**config.mk**
```make
export PLATFORM = sky130hd
export DESIGN_NAME = status_banner_flat
export DESIGN_NICKNAME = d
export VERILOG_FILES = /design/src/rtl/status_banner_if.sv /design/src/rtl/status_banner.sv /design/src/flat_wrapper.sv
export SDC_FILE = /design/constraint.sdc
export NUM_CORES = 1
export LEC_CHECK = 0
export CORE_ASPECT_RATIO = 1.5
export CORE_UTILIZATION = 38
export CTS_CLUSTER_SIZE = 16
export DETAILED_ROUTE_END_ITERATION = 10
export PLACE_DENSITY_LB_ADDON = 0.2
export SYNTH_ARGS = -nofsm -noshare
export SYNTH_HDL_FRONTEND = slang
export SYNTH_SLANG_ARGS = --single-unit
export TNS_END_PERCENT = 1
```
**constraint.sdc**
```tcl
create_clock -name clk -period 5.6 [get_ports clk]
set_input_delay 0.84 -clock clk [delete_from_list [all_inputs] [get_ports clk]]
set_output_delay 0.84 -clock clk [all_outputs]
set_load 0.02 [all_outputs]
```
**src/rtl/status_banner_if.sv**
```systemverilog
// Banner handshake and HUD bus between the game-state sequencer (master)
// and the status_banner controller (slave).
interface status_banner_if;
  logic        enable;
  logic [2:0]  game_status;
  logic [1:0]  world;
  logic [2:0]  level;
  logic [3:0]  lives;
  logic        end_time;
  logic        busy;
  logic [3:0]  msg_code;
  logic [15:0] digits;
  logic        blank;

  modport master (
    output enable, game_status, world, level, lives,
    input  end_time, busy, msg_code, digits, blank
  );

  modport slave (
    input  enable, game_status, world, level, lives,
    output end_time, busy, msg_code, digits, blank
  );
endinterface

```
**src/rtl/status_banner.sv**
```systemverilog
// Timed banner / HUD controller. In IDLE the display tracks the live game
// status; on a request the status is frozen and shown as a blinking banner
// for BANNER_CYCLES cycles, after which end_time is held until the request
// drops. Dropping the request before the banner completes aborts it.
module status_banner #(
  parameter int unsigned BANNER_CYCLES = 100_000_000,
  parameter int unsigned BLINK_CYCLES  = 25_000_000,
  parameter int unsigned CNT_W         = 27
) (
  input  logic           clk,
  input  logic           reset,
  status_banner_if.slave bus
);

  typedef enum logic [1:0] {
    IDLE = 2'd0,
    SHOW = 2'd1,
    DONE = 2'd2
  } state_e;

  localparam logic [CNT_W-1:0] BANNER_LAST = CNT_W'(BANNER_CYCLES - 32'd1);
  localparam logic [CNT_W-1:0] BLINK_LAST  = CNT_W'(BLINK_CYCLES - 32'd1);

  // Status 7 is not a real game state; the display driver shows it as blank.
  function automatic logic [3:0] msg_of(input logic [2:0] st);
    logic [3:0] m;
    if (st == 3'd7) begin
      m = 4'hF;
    end else begin
      m = {1'b0, st};
    end
    return m;
  endfunction

  // Convert 0-based world/level to 1-based digits, clamp lives to one digit.
  function automatic logic [15:0] digits_of(input logic [1:0] w,
                                            input logic [2:0] l,
                                            input logic [3:0] lv);
    logic [3:0] lv_sat;
    logic [3:0] w_dig;
    logic [3:0] l_dig;
    if (lv > 4'd9) begin
      lv_sat = 4'd9;
    end else begin
      lv_sat = lv;
    end
    w_dig = {2'b00, w} + 4'd1;
    l_dig = {1'b0, l} + 4'd1;
    return {w_dig, l_dig, lv_sat, 4'hF};
  endfunction

  state_e           state_q, state_d;
  logic [CNT_W-1:0] dur_q, dur_d;
  logic [CNT_W-1:0] blink_q, blink_d;
  logic [2:0]       snap_status_q, snap_status_d;
  logic [1:0]       snap_world_q, snap_world_d;
  logic [2:0]       snap_level_q, snap_level_d;
  logic [3:0]       snap_lives_q, snap_lives_d;
  logic             end_time_q, end_time_d;
  logic             blank_q, blank_d;
  logic [3:0]       msg_code_q, msg_code_d;
  logic [15:0]      digits_q, digits_d;

  // State, counters, snapshot and registered outputs.
  always_ff @(posedge clk or posedge reset) begin
    if (reset) begin
      state_q       <= IDLE;
      dur_q         <= '0;
      blink_q       <= '0;
      snap_status_q <= 3'd0;
      snap_world_q  <= 2'd0;
      snap_level_q  <= 3'd0;
      snap_lives_q  <= 4'd0;
      end_time_q    <= 1'b0;
      blank_q       <= 1'b0;
      msg_code_q    <= 4'd0;
      digits_q      <= 16'h0000;
    end else begin
      state_q       <= state_d;
      dur_q         <= dur_d;
      blink_q       <= blink_d;
      snap_status_q <= snap_status_d;
      snap_world_q  <= snap_world_d;
      snap_level_q  <= snap_level_d;
      snap_lives_q  <= snap_lives_d;
      end_time_q    <= end_time_d;
      blank_q       <= blank_d;
      msg_code_q    <= msg_code_d;
      digits_q      <= digits_d;
    end
  end

  // Next state, counter updates and next output values.
  always_comb begin
    state_d       = state_q;
    dur_d         = dur_q;
    blink_d       = blink_q;
    snap_status_d = snap_status_q;
    snap_world_d  = snap_world_q;
    snap_level_d  = snap_level_q;
    snap_lives_d  = snap_lives_q;
    end_time_d    = 1'b0;
    blank_d       = 1'b0;
    msg_code_d    = msg_of(snap_status_q);
    digits_d      = digits_of(snap_world_q, snap_level_q, snap_lives_q);

    case (state_q)
      IDLE: begin
        // Live HUD; on the request edge the live values equal the snapshot.
        msg_code_d = msg_of(bus.game_status);
        digits_d   = digits_of(bus.world, bus.level, bus.lives);
        dur_d      = '0;
        blink_d    = '0;
        if (bus.enable) begin
          snap_status_d = bus.game_status;
          snap_world_d  = bus.world;
          snap_level_d  = bus.level;
          snap_lives_d  = bus.lives;
          state_d       = SHOW;
        end else begin
          state_d = IDLE;
        end
      end
      SHOW: begin
        if (!bus.enable) begin
          // Abort wins over reaching the terminal count on the same edge.
          state_d = IDLE;
        end else if (dur_q == BANNER_LAST) begin
          state_d    = DONE;
          end_time_d = 1'b1;
        end else begin
          dur_d = dur_q + 1'b1;
          if (blink_q == BLINK_LAST) begin
            blink_d = '0;
            blank_d = ~blank_q;
          end else begin
            blink_d = blink_q + 1'b1;
            blank_d = blank_q;
          end
        end
      end
      DONE: begin
        if (bus.enable) begin
          end_time_d = 1'b1;
        end else begin
          state_d = IDLE;
        end
      end
      default: begin
        state_d = IDLE;
      end
    endcase
  end

  assign bus.end_time = end_time_q;
  assign bus.busy     = (state_q != IDLE);
  assign bus.blank    = blank_q;
  assign bus.msg_code = msg_code_q;
  assign bus.digits   = digits_q;

endmodule
```
**src/flat_wrapper.sv**
```systemverilog
// flat-port wrapper written by rule: the top's interface ports become plain ports
module status_banner_flat 
#(
  parameter int unsigned BANNER_CYCLES = 100_000_000,
  parameter int unsigned BLINK_CYCLES  = 25_000_000,
  parameter int unsigned CNT_W         = 27
)
  (clk, reset, bus_enable, bus_game_status, bus_world, bus_level, bus_lives, bus_end_time, bus_busy, bus_msg_code, bus_digits, bus_blank);
  status_banner_if bus_i ();
  input  logic clk;
  input  logic reset;
  input wire logic [$bits(bus_i.enable)-1:0] bus_enable;
  input wire logic [$bits(bus_i.game_status)-1:0] bus_game_status;
  input wire logic [$bits(bus_i.world)-1:0] bus_world;
  input wire logic [$bits(bus_i.level)-1:0] bus_level;
  input wire logic [$bits(bus_i.lives)-1:0] bus_lives;
  output wire logic [$bits(bus_i.end_time)-1:0] bus_end_time;
  output wire logic [$bits(bus_i.busy)-1:0] bus_busy;
  output wire logic [$bits(bus_i.msg_code)-1:0] bus_msg_code;
  output wire logic [$bits(bus_i.digits)-1:0] bus_digits;
  output wire logic [$bits(bus_i.blank)-1:0] bus_blank;
  assign bus_i.enable = bus_enable;
  assign bus_i.game_status = bus_game_status;
  assign bus_i.world = bus_world;
  assign bus_i.level = bus_level;
  assign bus_i.lives = bus_lives;
  assign bus_end_time = bus_i.end_time;
  assign bus_busy = bus_i.busy;
  assign bus_msg_code = bus_i.msg_code;
  assign bus_digits = bus_i.digits;
  assign bus_blank = bus_i.blank;
  status_banner #(.BANNER_CYCLES(BANNER_CYCLES), .BLINK_CYCLES(BLINK_CYCLES), .CNT_W(CNT_W)) u_core (.clk(clk), .reset(reset), .bus(bus_i));
endmodule
```
* Yosys cells after proc, flatten, opt, wreduce, memory -nomap -nowiden
Cells that the tools add are included.
Cells by class: add/subtract/negate cells 6, multiply operators 0, div/mod/pow operators 0, magnitude comparators 2, equality and inequality tests 11, shift operators 0, multiplexer cells 26, bitwise operators 1, reductions and logical operators 6
Operator list (count):
- $mux W27 | 5
- $pmux W27 S2 | 2
- $add A27 B1 Y27 const B | 2
- $eq A27 B25 Y1 const B | 1
- $eq A27 B27 Y1 const B | 1
- $mux W4 | 5
- $mux W16 | 1
- $add A3 B1 Y4 const B | 2
- $gt A4 B4 Y1 const B | 2
- $mux W1 | 8
- $add A2 B1 Y3 const B | 2
- $eq A3 B3 Y1 const B | 2
- $mux W2 | 3
- $ne A2 B2 Y1 const B | 3
- $pmux W2 S3 | 1
- $ne A4 B2 Y1 const B | 1
- $reduce_and A2 Y1 | 2
- $reduce_bool A2 Y1 | 2
- $ne A3 B2 Y1 const B | 1
- $reduce_and A3 Y1 | 1
- $eq A2 B1 Y1 const B | 1
- $eq A2 B2 Y1 const B | 1
- $logic_not A2 Y1 | 1
- $pmux W1 S2 | 1
- $not A1 Y1 | 1
Word-level totals: bits in registers 90, latch bits 0, RAM bits 0, memory bits (read-only) 0, bits of input ports 15, output and inout bits 23, logic and storage cells 63, memories 0

* Longest topological paths before layout
Gate-level depths: netlist of the first run.
word-level depth 5, gate-level depth with buffers 9, mapped depth without buffers 7

* Worst setup path after synthesis of the first run
No wires, ideal clock.
kind input-to-reg, start input port bus_enable, end register u_core.dur_q[13], library setup time 0.078 ns, arrival 1.879 ns, required time 5.522 ns, setup slack 3.643 ns, stages 5, path buffers 1, cells stage by stage and2_1 -> o21ai_4 -> buf_6 -> or4_1 -> a21oi_1
On the way: cells in the longest elaborated chain, start to end 2
RTL lines:
- start: declaration | line flat_wrapper.sv:12 | input wire logic [$bits(bus_i.enable)-1:0] bus_enable;
- $ne A2 B2 Y1 (no line)
- $reduce_and A3 Y1 (no line)
- end signal: assignment | line status_banner.sv:80 | dur_q <= dur_d;
- end: declaration | line status_banner.sv:53 | logic [CNT_W-1:0] dur_q, dur_d;
No other way between the ends. A chain may end at the register's enable or synchronous reset.

* Final worst setup path of the first run
start register u_core.state_q[1], end output port bus_busy
On the way: cells in the longest elaborated chain, start to end 1
RTL lines:
- start: declaration | line status_banner.sv:52 | state_e state_q, state_d;
- start signal: assignment | line status_banner.sv:79 | state_q <= state_d;
- $reduce_bool A2 Y1 | line status_banner.sv:156 | assign bus.busy = (state_q != IDLE);
- end: declaration | line flat_wrapper.sv:18 | output wire logic [$bits(bus_i.busy)-1:0] bus_busy;
No other way between the ends.

==> results.txt, run 1 <==
fill count: 1113
PD cells: 308 nW/um^2
vias in the first global route: 3618
yosys warns: 0
critical path arrival: 2280 ps
number of remaining DRC errors: 0
max-slew violation count: 0
number of flops mapped to enable cells by yosys: 0
pre-CTS setup slack: 2710 ps
CTS Hold Bufs: 0
Finished Layout Cells: 623
Setup CP Type: reg2out
final worst slack: 2480 ps
M1 GR Usage: 0.217
nature of the critical path startpoint: flop
commonest non-fill, non-tap cell in the layout: dfrtp_1
die area: 12300 um^2
most frequent cells in the layout: 86 x dfrtp_1, 43 x nand2_1, 36 x clkdlybuf4s50_1
core area: 11500 um^2
Critical Path Sink Type: primary output
ant diodes: 0
design area: 5210 um^2
unrepaired setup endpoints after global routing: false
root buf cell: clkbuf_16
register area: 2150 um^2
met3 usage: 0.0359
Cells after DPL: 607
initial antenna violation count: 0
Slew @ Worst Pin: 984 ps
Setup-failing EPs final: 0
Clock Skews: 7.01 ps
footprint of the multi-input gates: 2130 um^2
period utilization: 0.557
grt met2 use: 0.323
max_cap viols: 0
postcts setup bufs: 0
# port buffers: 36
ranking of synthesized cells by area: dfrtp_1 48%, mux2_2 4.2%, nand2_1 3.6%, o31ai_1 3.0%, nand3_1 2.7%
top_reg_cell synth: dfrtp_1
nets@finish: 490
leakage: 0.00211 uW
num rows: 48
Seq cells post-synth: 86
Post-Syn Nets: 465
Skew-Pair Late Insertion Delay: 340 ps
Max-slew headroom: 0.343
Fmax achieved: 321 MHz
Critical Path RT: 4760 ps
Hold WC Path Type: reg2reg
DR vias: 3599
CTS tree: built
worst IR drop on VDD: 194 uV
CTS HTree Levels: 3
Yosys top cell area share: 0.478
min-delay src: u_core.dur_q[23]
Reg2Reg Setup Slack: 2940 ps
Initial Utilization: 0.391
CP Max Fanout: 17
Final GP Congestion: 0.860
Area Growth Syn to Fin: 15.7%
post-synth cell types: 61
largest net degree at the start of global routing: 62
Setup crit start: u_core.state_q[1]
Synth area leader: dfrtp_1
Seq/Total Area, Yosys: 0.478
All-Layer GR Usage: 0.184
DR WL/cell: 16.7 um
Hold EP: u_core.dur_q[23]
cells after synthesis: 443
WL final: 10400 um
post-cts sizing count: 0
GRT overflow: 0
path depth of the worst reg2reg path: 5
DRT iter0 DRCs: 239
post-synth design cell area: 4510 um^2
Mean Syn Cell Area: 10.2 um^2
chip height: 135 um
Die Wd: 90.9 um
fraction of layout cells with a size suffix above 1: 0.0994
share of flip-flops with an asynchronous set or reset: 1.00
Most Crowded Layer GR: met2
IO Count: 38
first-pass GRT wire length: 17800 um
total clock sinks: 86
Setup TNS: 0 ps
FF-to-FF End: u_core.blink_q[7]
final hold viol count: 0
Final min period: 3120 ps
Clk pin slew, worst setup/hold paths: 70 ps
buffer depth of the longest clock path: 2
worst r2r src: u_core.state_q[1]
vias per cell: 5.78
outcome: finished, final reports clean
Num CTS Buffers: 9
TritonRoute pass-1 iters: 4
WHS Path Cells: 1
post-DP HPWL: 7140 um
Routed Antenna Nets: 0
Area after DPL: 4910 um^2
==> synthesized netlist by cell type, types with 6 or more instances <==
master,number
nand2_1,43
o31ai_1,18
nor2_1,22
inv_1,13
and3_1,8
mux2i_1,7
or4_1,13
mux2_2,17
a21oi_1,20
buf_4,8
nand4_1,19
o21ai_0,8
nand3_1,24
clkbuf_1,9
o21ai_1,8
ha_1,7
and4_1,8
nor3_1,7
a22o_1,6
xor2_1,7
or3_1,7
dfrtp_1,86
==> metrics by stage <==
stage               utilization  total power (uW)  hold WS (ps)
detailed placement        0.426              1000           478
CTS                       0.452              1630           487
global route              0.452              1680           506
global placement          0.426               998           465
floorplan                     -               898           437
finish                    0.452              1600           485
==> cell type report <==
type | instances | area share
clock buffer | 9 | 0.0432
clock inverter | 7 | 0.0154
inverter | 13 | 0.00960
multi-input combinational | 319 | 0.410
sequential | 86 | 0.413
tap | 150 | 0.0360
timing repair buffer | 39 | 0.0735
==> where the power goes <==
group	leakage, uW	total (uW)	switching (uW)	internal, uW
combinational	0.000828	289	172	118
sequential	0.00114	699	27.1	672
clock	0.000143	615	264	351
==> registers in the layout, indices dropped and copies added (netlist names) <==
name and flops:
u_core.blink_q 27, u_core.bus.blank 1, u_core.bus.digits 12, u_core.bus.end_time 1
u_core.bus.msg_code 4, u_core.dur_q 27, u_core.snap_level_q 3, u_core.snap_lives_q 4
u_core.snap_status_q 3, u_core.snap_world_q 2, u_core.state_q 2
==> kinds of logic (layout without fill, tap and decap cells) <==
group / count (synthesis) / after routing / synth area share
DFF: 86 / 86 / 0.478
AOI/OAI and AO/OA: 97 / 97 / 0.149
buffers and inverters: 38 / 68 / 0.0489
and+or+nand+nor: 177 / 177 / 0.222
xor gates and xnor gates: 12 / 12 / 0.0233
other: 2 / 2 / 0.00167
adders and majority gates: 7 / 7 / 0.0194
muxes: 24 / 24 / 0.0580
==> routing by layer <==
metal | vias to the layer above | wire length (um)
met2 | 63 | 5410
met3 | 18 | 329
li1 | 1718 | -
met5 | - | 0
met4 | 0 | 251
met1 | 1800 | 4430
==> critical path, cell delays in order (launching register included) <==
cell and delay [ps]:
dfrtp_1 380, inv_1 100, ha_1 670, inv_1 190, clkdlybuf4s50_1 590
==> worst max-delay path by stage <==
stage | to | slack (ps) | cells past startpoint
after CTS | bus_busy | 2460 | 4
final | bus_busy | 2480 | 4
after floorplan | u_core.blink_q[0] | 2540 | 1
after global placement | u_core.blink_q[26] | 2780 | 6
after detailed placement | u_core.blink_q[15] | 2710 | 5
after global routing | bus_busy | 2360 | 4
Power figures use the tool's default switching activity.
==> inputs of run 2 (changes only) <==
==> constraint.sdc (replaced) <==
create_clock -name clk -period 2.71 [get_ports clk]
set_input_delay 0.4065 -clock clk [delete_from_list [all_inputs] [get_ports clk]]
set_output_delay 0.4065 -clock clk [all_outputs]
set_load 0.02 [all_outputs]
==> run 2 against run 1 <==
Net effect:
- cell area increased by 1.4%
- flip-flop and latch count stayed put
- worst setup slack worse by 2100 ps
- clock skew decreased by 0.52 ps
- non-clock buffer count up 7
- largest cell class unchanged
- register-to-register slack worse by 2500 ps
- global-route usage barely moved
- utilization rose by 0.63 points
==> results.txt, run 2 (synthesis gave the netlist of run 1 again) <==
period utilization: 0.867
Die Wd: 90.9 um (unchanged)
chip height: 135 um (unchanged)
WL final: 10400 um (+0.34%)
first-pass GRT wire length: 17900 um (+0.50%)
Hold WC Path Type: in2async
pre-CTS setup slack: 371 ps (-2340 ps)
Setup CP Type: reg2out
path depth of the worst reg2reg path: 7 (+2)
CP Max Fanout: 9 (-8)
TritonRoute pass-1 iters: 4 (unchanged)
max-slew violation count: 0 (unchanged)
FF-to-FF End: u_core.blink_q[24]
nature of the critical path startpoint: flop
CP delay by family, top: buffers and inverters
num rows: 48 (unchanged)
core area: 11500 um^2 (unchanged)
IO Count: 38 (unchanged)
worst IR drop on VDD: 422 uV (+120%)
CP bufs+invs: 3 (unchanged)
post-cts sizing count: 0 (unchanged)
Fin Hold WS: 442 ps (-42.7 ps)
Routed Antenna Nets: 0 (unchanged)
max_cap viols: 0 (unchanged)
Finished Layout Cells: 630 (+1.1%)
fraction of layout cells with a size suffix above 1: 0.110 (+0.0111)
Area Growth Syn to Fin: 17.3%
Setup crit start: u_core.state_q[1]
CP max stage delay: 560 ps (-110 ps)
ant diodes: 0 (unchanged)
# port buffers: 36 (unchanged)
worst r2r src: u_core.dur_q[0]
GRT overflow: 0 (unchanged)
footprint of the multi-input gates: 2130 um^2 (unchanged)
buffer depth of the longest clock path: 2 (unchanged)
Setup TNS: 0 ps (unchanged)
DRT iter0 DRCs: 202 (-15%)
Cells after DPL: 614 (+1.2%)
outcome: finished, final reports clean
Slowest-stage cell, CP: clkdlybuf4s50_1
Initial Utilization: 0.391 (unchanged)
final worst slack: 359 ps (-2120 ps)
unrepaired setup endpoints after global routing: false
number of remaining DRC errors: 0 (unchanged)
largest net degree at the start of global routing: 40 (-35%)
final hold viol count: 0 (unchanged)
most used cell along the critical path: inv_1
All-Layer GR Usage: 0.183 (-0.000332)
Critical Path Sink Type: primary output
vias in the first global route: 3610 (-0.22%)
most frequent cells in the layout: 86 x dfrtp_1, 43 x nand2_1, 36 x clkdlybuf4s50_1
Max-slew headroom: 0.595 (+0.252)
vias per cell: 5.73 (-0.84%)
Critical Path RT: 2300 ps (-2460 ps)
CTS HTree Levels: 3 (unchanged)
critical path depth: 4 (unchanged)
Skew-Pair Late Insertion Delay: 340 ps (about the same)
register area: 2150 um^2 (unchanged)
Setup-failing EPs final: 0 (unchanged)
Fmax achieved: 425 MHz
cell chain of the critical path: inv_1 > ha_1 > inv_1 > clkdlybuf4s50_1
Reg2Reg Setup Slack: 470 ps (-2470 ps)
postcts setup bufs: 0 (unchanged)
die area: 12300 um^2 (unchanged)
Num CTS Buffers: 9 (unchanged)
DR vias: 3609 (+0.28%)
root buf cell: clkbuf_16
Clk pin slew, worst setup/hold paths: 60 ps (about the same)
CTS Hold Bufs: 0 (unchanged)
Final GP Congestion: 0.876 (+1.8%)
fill count: 1098 (-1.3%)
leakage: 0.00215 uW (+1.9%)
critical path arrival: 1940 ps (-340 ps)
Final min period: 2350 ps
Slew @ Worst Pin: 606 ps (-378 ps)
nets@finish: 497 (+1.4%)
initial antenna violation count: 0 (unchanged)
CP Capture Point: bus_busy
post-DP HPWL: 7510 um (+5.2%)
total clock sinks: 86 (unchanged)
PD cells: 626 nW/um^2 (+100%)
commonest non-fill, non-tap cell in the layout: dfrtp_1
DR WL/cell: 16.6 um (-0.78%)
Clock Skews: 6.49 ps (-0.523 ps)
CTS tree: built
[run 2: changes by cell type in the layout (fill, tap and decap cells not counted), sizes merged]
cell,before,now
buf,3,10
clkbuf,9,10
inv,15,13
clkinv,2,3
[run 2: power breakdown]
part | internal, uW | leakage [uW] | total [uW] | switching [uW]
clock network | 721 | 0.000139 | 1240 | 518
logic | 266 | 0.000872 | 627 | 361
registers | 1390 | 0.00114 | 1440 | 54.5
[run 2: worst register-to-register path: stages (launching register included)]
cell	delay (ps)
dfrtp_1	410
ha_1	260
and3_1	240
nand4_1	240
o21ai_4	140
buf_12	190
or4_1	520
a21oi_1	150
[run 2: how the worst min path moves through the flow]
stage                                start                      to  slack (ps)  depth (start not counted)
global route                         reset      u_core.blink_q[20]         500                          2
floorplan           u_core.snap_world_q[0]   u_core.bus.digits[12]         440                          1
detailed placement        u_core.dur_q[23]        u_core.dur_q[23]         470                          1
global placement    u_core.snap_lives_q[0]  u_core.snap_lives_q[0]         470                          2
CTS                                  reset      u_core.blink_q[25]         460                          2
finish                               reset      u_core.blink_q[21]         440                          2
[run 2: stage by stage]
step / power (uW) / instance area [um^2] / utilization
2_1_floorplan: 1850 / 4510 / -
6_report: 3310 / 5290 / 0.458
3_5_place_dp: 2100 / 4980 / 0.432
4_1_cts: 3360 / 5290 / 0.458
5_1_grt: 3450 / 5290 / 0.458
3_3_place_gp: 2090 / 4980 / 0.432
[run 2: cell type report]
cell class,instances,share of cell area
multi-input cells,319,0.404
clock inverters,6,0.0135
clock buffers,10,0.0433
inverters,13,0.00947
well taps,150,0.0355
flip-flops and latches,86,0.407
repair buffers,46,0.0871
[run 2: metal layers]
layer / vias to the layer above / wire (um) / GRT usage
met5: - / 0 / 0
met1: 1782 / 4460 / 0.219
met3: 22 / 297 / 0.0292
li1: 1726 / - / -
met2: 79 / 5410 / 0.319
met4: 0 / 276 / 0.0935
==> inputs of run 3 (changes only) <==
--- a/config.mk
+++ b/config.mk
@@ -10,6 +10,7 @@
 export CTS_CLUSTER_SIZE = 16
 export DETAILED_ROUTE_END_ITERATION = 10
 export PLACE_DENSITY_LB_ADDON = 0.2
+export REMOVE_ABC_BUFFERS = 1
 export SYNTH_ARGS = -nofsm -noshare
 export SYNTH_HDL_FRONTEND = slang
 export SYNTH_SLANG_ARGS = --single-unit
==> run 3 against run 2 <==
Net effect:
- register-to-register slack lost 220 ps
- critical path depth grew 4
- utilization shrank 0.21 points
- first-iteration DRC count grew 27%
- flip-flop and latch count is the same
- die area is the same
- count of clock-buffer cells in the layout is the same
- final cell count shrank 0.16%
- worst hold slack lost 210 ps
- fmax shrank 4.5%
- clock skew grew 0.67 ps
- critical endpoint is now u_core.blink_q[25]
==> results.txt, run 3 (synthesis gave the netlist of run 1 again) <==
outcome: finished, final reports clean
total clock sinks: 86 (unchanged)
post-DP HPWL: 7240 um (-3.6%)
All-Layer GR Usage: 0.184 (+0.000437)
Setup-failing EPs final: 0 (unchanged)
Fin Hold WS: 228 ps (-214 ps)
vias in the first global route: 3615 (+0.14%)
most frequent cells in the layout: 86 x dfrtp_1, 43 x nand2_1, 36 x clkdlybuf4s50_1
Hold WC Path Type: in2async
Setup crit start: u_core.dur_q[0]
unrepaired setup endpoints after global routing: false
Setup TNS: 0 ps (unchanged)
Max-slew headroom: 0.609 (+0.0135)
worst r2r src: u_core.dur_q[0]
CTS tree: built
max_cap viols: 0 (unchanged)
Critical Path Sink Type: flop
DR WL/cell: 16.8 um (+1.2%)
Final GP Congestion: 0.851 (-2.9%)
post-cts sizing count: 0 (unchanged)
fraction of layout cells with a size suffix above 1: 0.111 (+0.000231)
Final min period: 2460 ps (+110 ps)
Clk pin slew, worst setup/hold paths: 70 ps (about the same)
Clock Skews: 7.16 ps (+0.674 ps)
Setup CP Type: reg2reg
IO Count: 38 (unchanged)
GRT overflow: 0 (unchanged)
root buf cell: clkbuf_16
CTS Hold Bufs: 0 (unchanged)
ant diodes: 0 (unchanged)
CP Max Fanout: 17 (+8)
die area: 12300 um^2 (unchanged)
PD cells: 618 nW/um^2 (-1.3%)
buffer depth of the longest clock path: 2 (unchanged)
WL final: 10600 um (+1.1%)
critical path arrival: 2710 ps (+770 ps)
initial antenna violation count: 0 (unchanged)
Initial Utilization: 0.391 (unchanged)
Fmax achieved: 406 MHz (-4.5%)
Critical Path RT: 2960 ps (+660 ps)
commonest non-fill, non-tap cell in the layout: dfrtp_1
core area: 11500 um^2 (unchanged)
period utilization: 0.908 (+0.0405)
vias per cell: 5.74 (+0.13%)
final hold viol count: 0 (unchanged)
worst IR drop on VDD: 460 uV (+8.9%)
DRT iter0 DRCs: 257 (+27%)
TritonRoute pass-1 iters: 4 (unchanged)
Reg2Reg Setup Slack: 250 ps (-220 ps)
largest net degree at the start of global routing: 86 (+110%)
CTS HTree Levels: 3 (unchanged)
Routed Antenna Nets: 0 (unchanged)
DR vias: 3608 (-0.028%)
leakage: 0.00214 uW (-0.63%)
Num CTS Buffers: 9 (unchanged)
Area Growth Syn to Fin: 16.7%
# port buffers: 36 (unchanged)
number of remaining DRC errors: 0 (unchanged)
nets@finish: 496 (-0.20%)
num rows: 48 (unchanged)
chip height: 135 um (unchanged)
nature of the critical path startpoint: flop
max-slew violation count: 0 (unchanged)
Skew-Pair Late Insertion Delay: 340 ps (about the same)
first-pass GRT wire length: 17900 um (+0.16%)
Die Wd: 90.9 um (unchanged)
fill count: 1127 (+2.6%)
Slew @ Worst Pin: 585 ps (-20.9 ps)
postcts setup bufs: 0 (unchanged)
-- run 3: changes by cell type in the layout (fill, tap and decap cells not counted), sizes merged --
cell / change
buf: -1
clkinvlp: +1
bufinv: -1
-- run 3: worst paths after layout --
kind | to | cells past startpoint
max in group asynchronous | u_core.snap_lives_q[1] | 3
hold / removal | u_core.bus.digits[3] | 2
setup / recovery | u_core.blink_q[25] | 8
setup reg to reg | u_core.blink_q[25] | 8
hold reg to reg | u_core.bus.digits[12] | 1
min in group clk | u_core.bus.digits[12] | 1
-- run 3: worst max-delay path, stage by stage, from the launching register on --
cell     delay [ps]
dfrtp_1         400
ha_1            240
and3_1          260
nand4_1         300
o21ai_4         530
buf_4           250
buf_4           150
a32oi_1         110
o31ai_1         110
-- run 3: where the power goes --
group	internal (uW)	total, uW	switching [uW]
logic	265	624	359
clock network	649	1180	535
registers	1390	1440	55.1
total	2300	3250	950
-- run 3: stage by stage --
stage                     area (um^2)  power, uW  cells   util  worst slack [ps]
after floorplan                  4340       1810    418      -              81.7
after global placement           4980       2090    613  0.432               361
after detailed placement         4980       2100    613  0.432               286
after CTS                        5260       3300    629  0.456               271
after global routing             5260       3400    629  0.456              80.8
final                            5260       3250    629  0.456               250
-- run 3: routing by layer --
layer | vias to the layer above | global-route usage | share of wire
met1 | 1768 | 0.218 | 0.41
li1 | 1725 | - | -
met4 | 0 | 0.0926 | 0.026
met5 | - | 0 | 0
met2 | 90 | 0.316 | 0.52
met3 | 25 | 0.0370 | 0.041
-- run 3: final cells by class --
| type | instances | area, um^2 | share of cell area |
|---|---|---|---|
| inverters | 13 | 50.0 | 0.00951 |
| clock buffers | 10 | 239 | 0.0454 |
| multi-input cells | 319 | 2130 | 0.406 |
| clock inverters | 6 | 45.0 | 0.00856 |
| well taps | 150 | 188 | 0.0357 |
| repair buffers | 45 | 453 | 0.0861 |
| flip-flops and latches | 86 | 2150 | 0.409 |
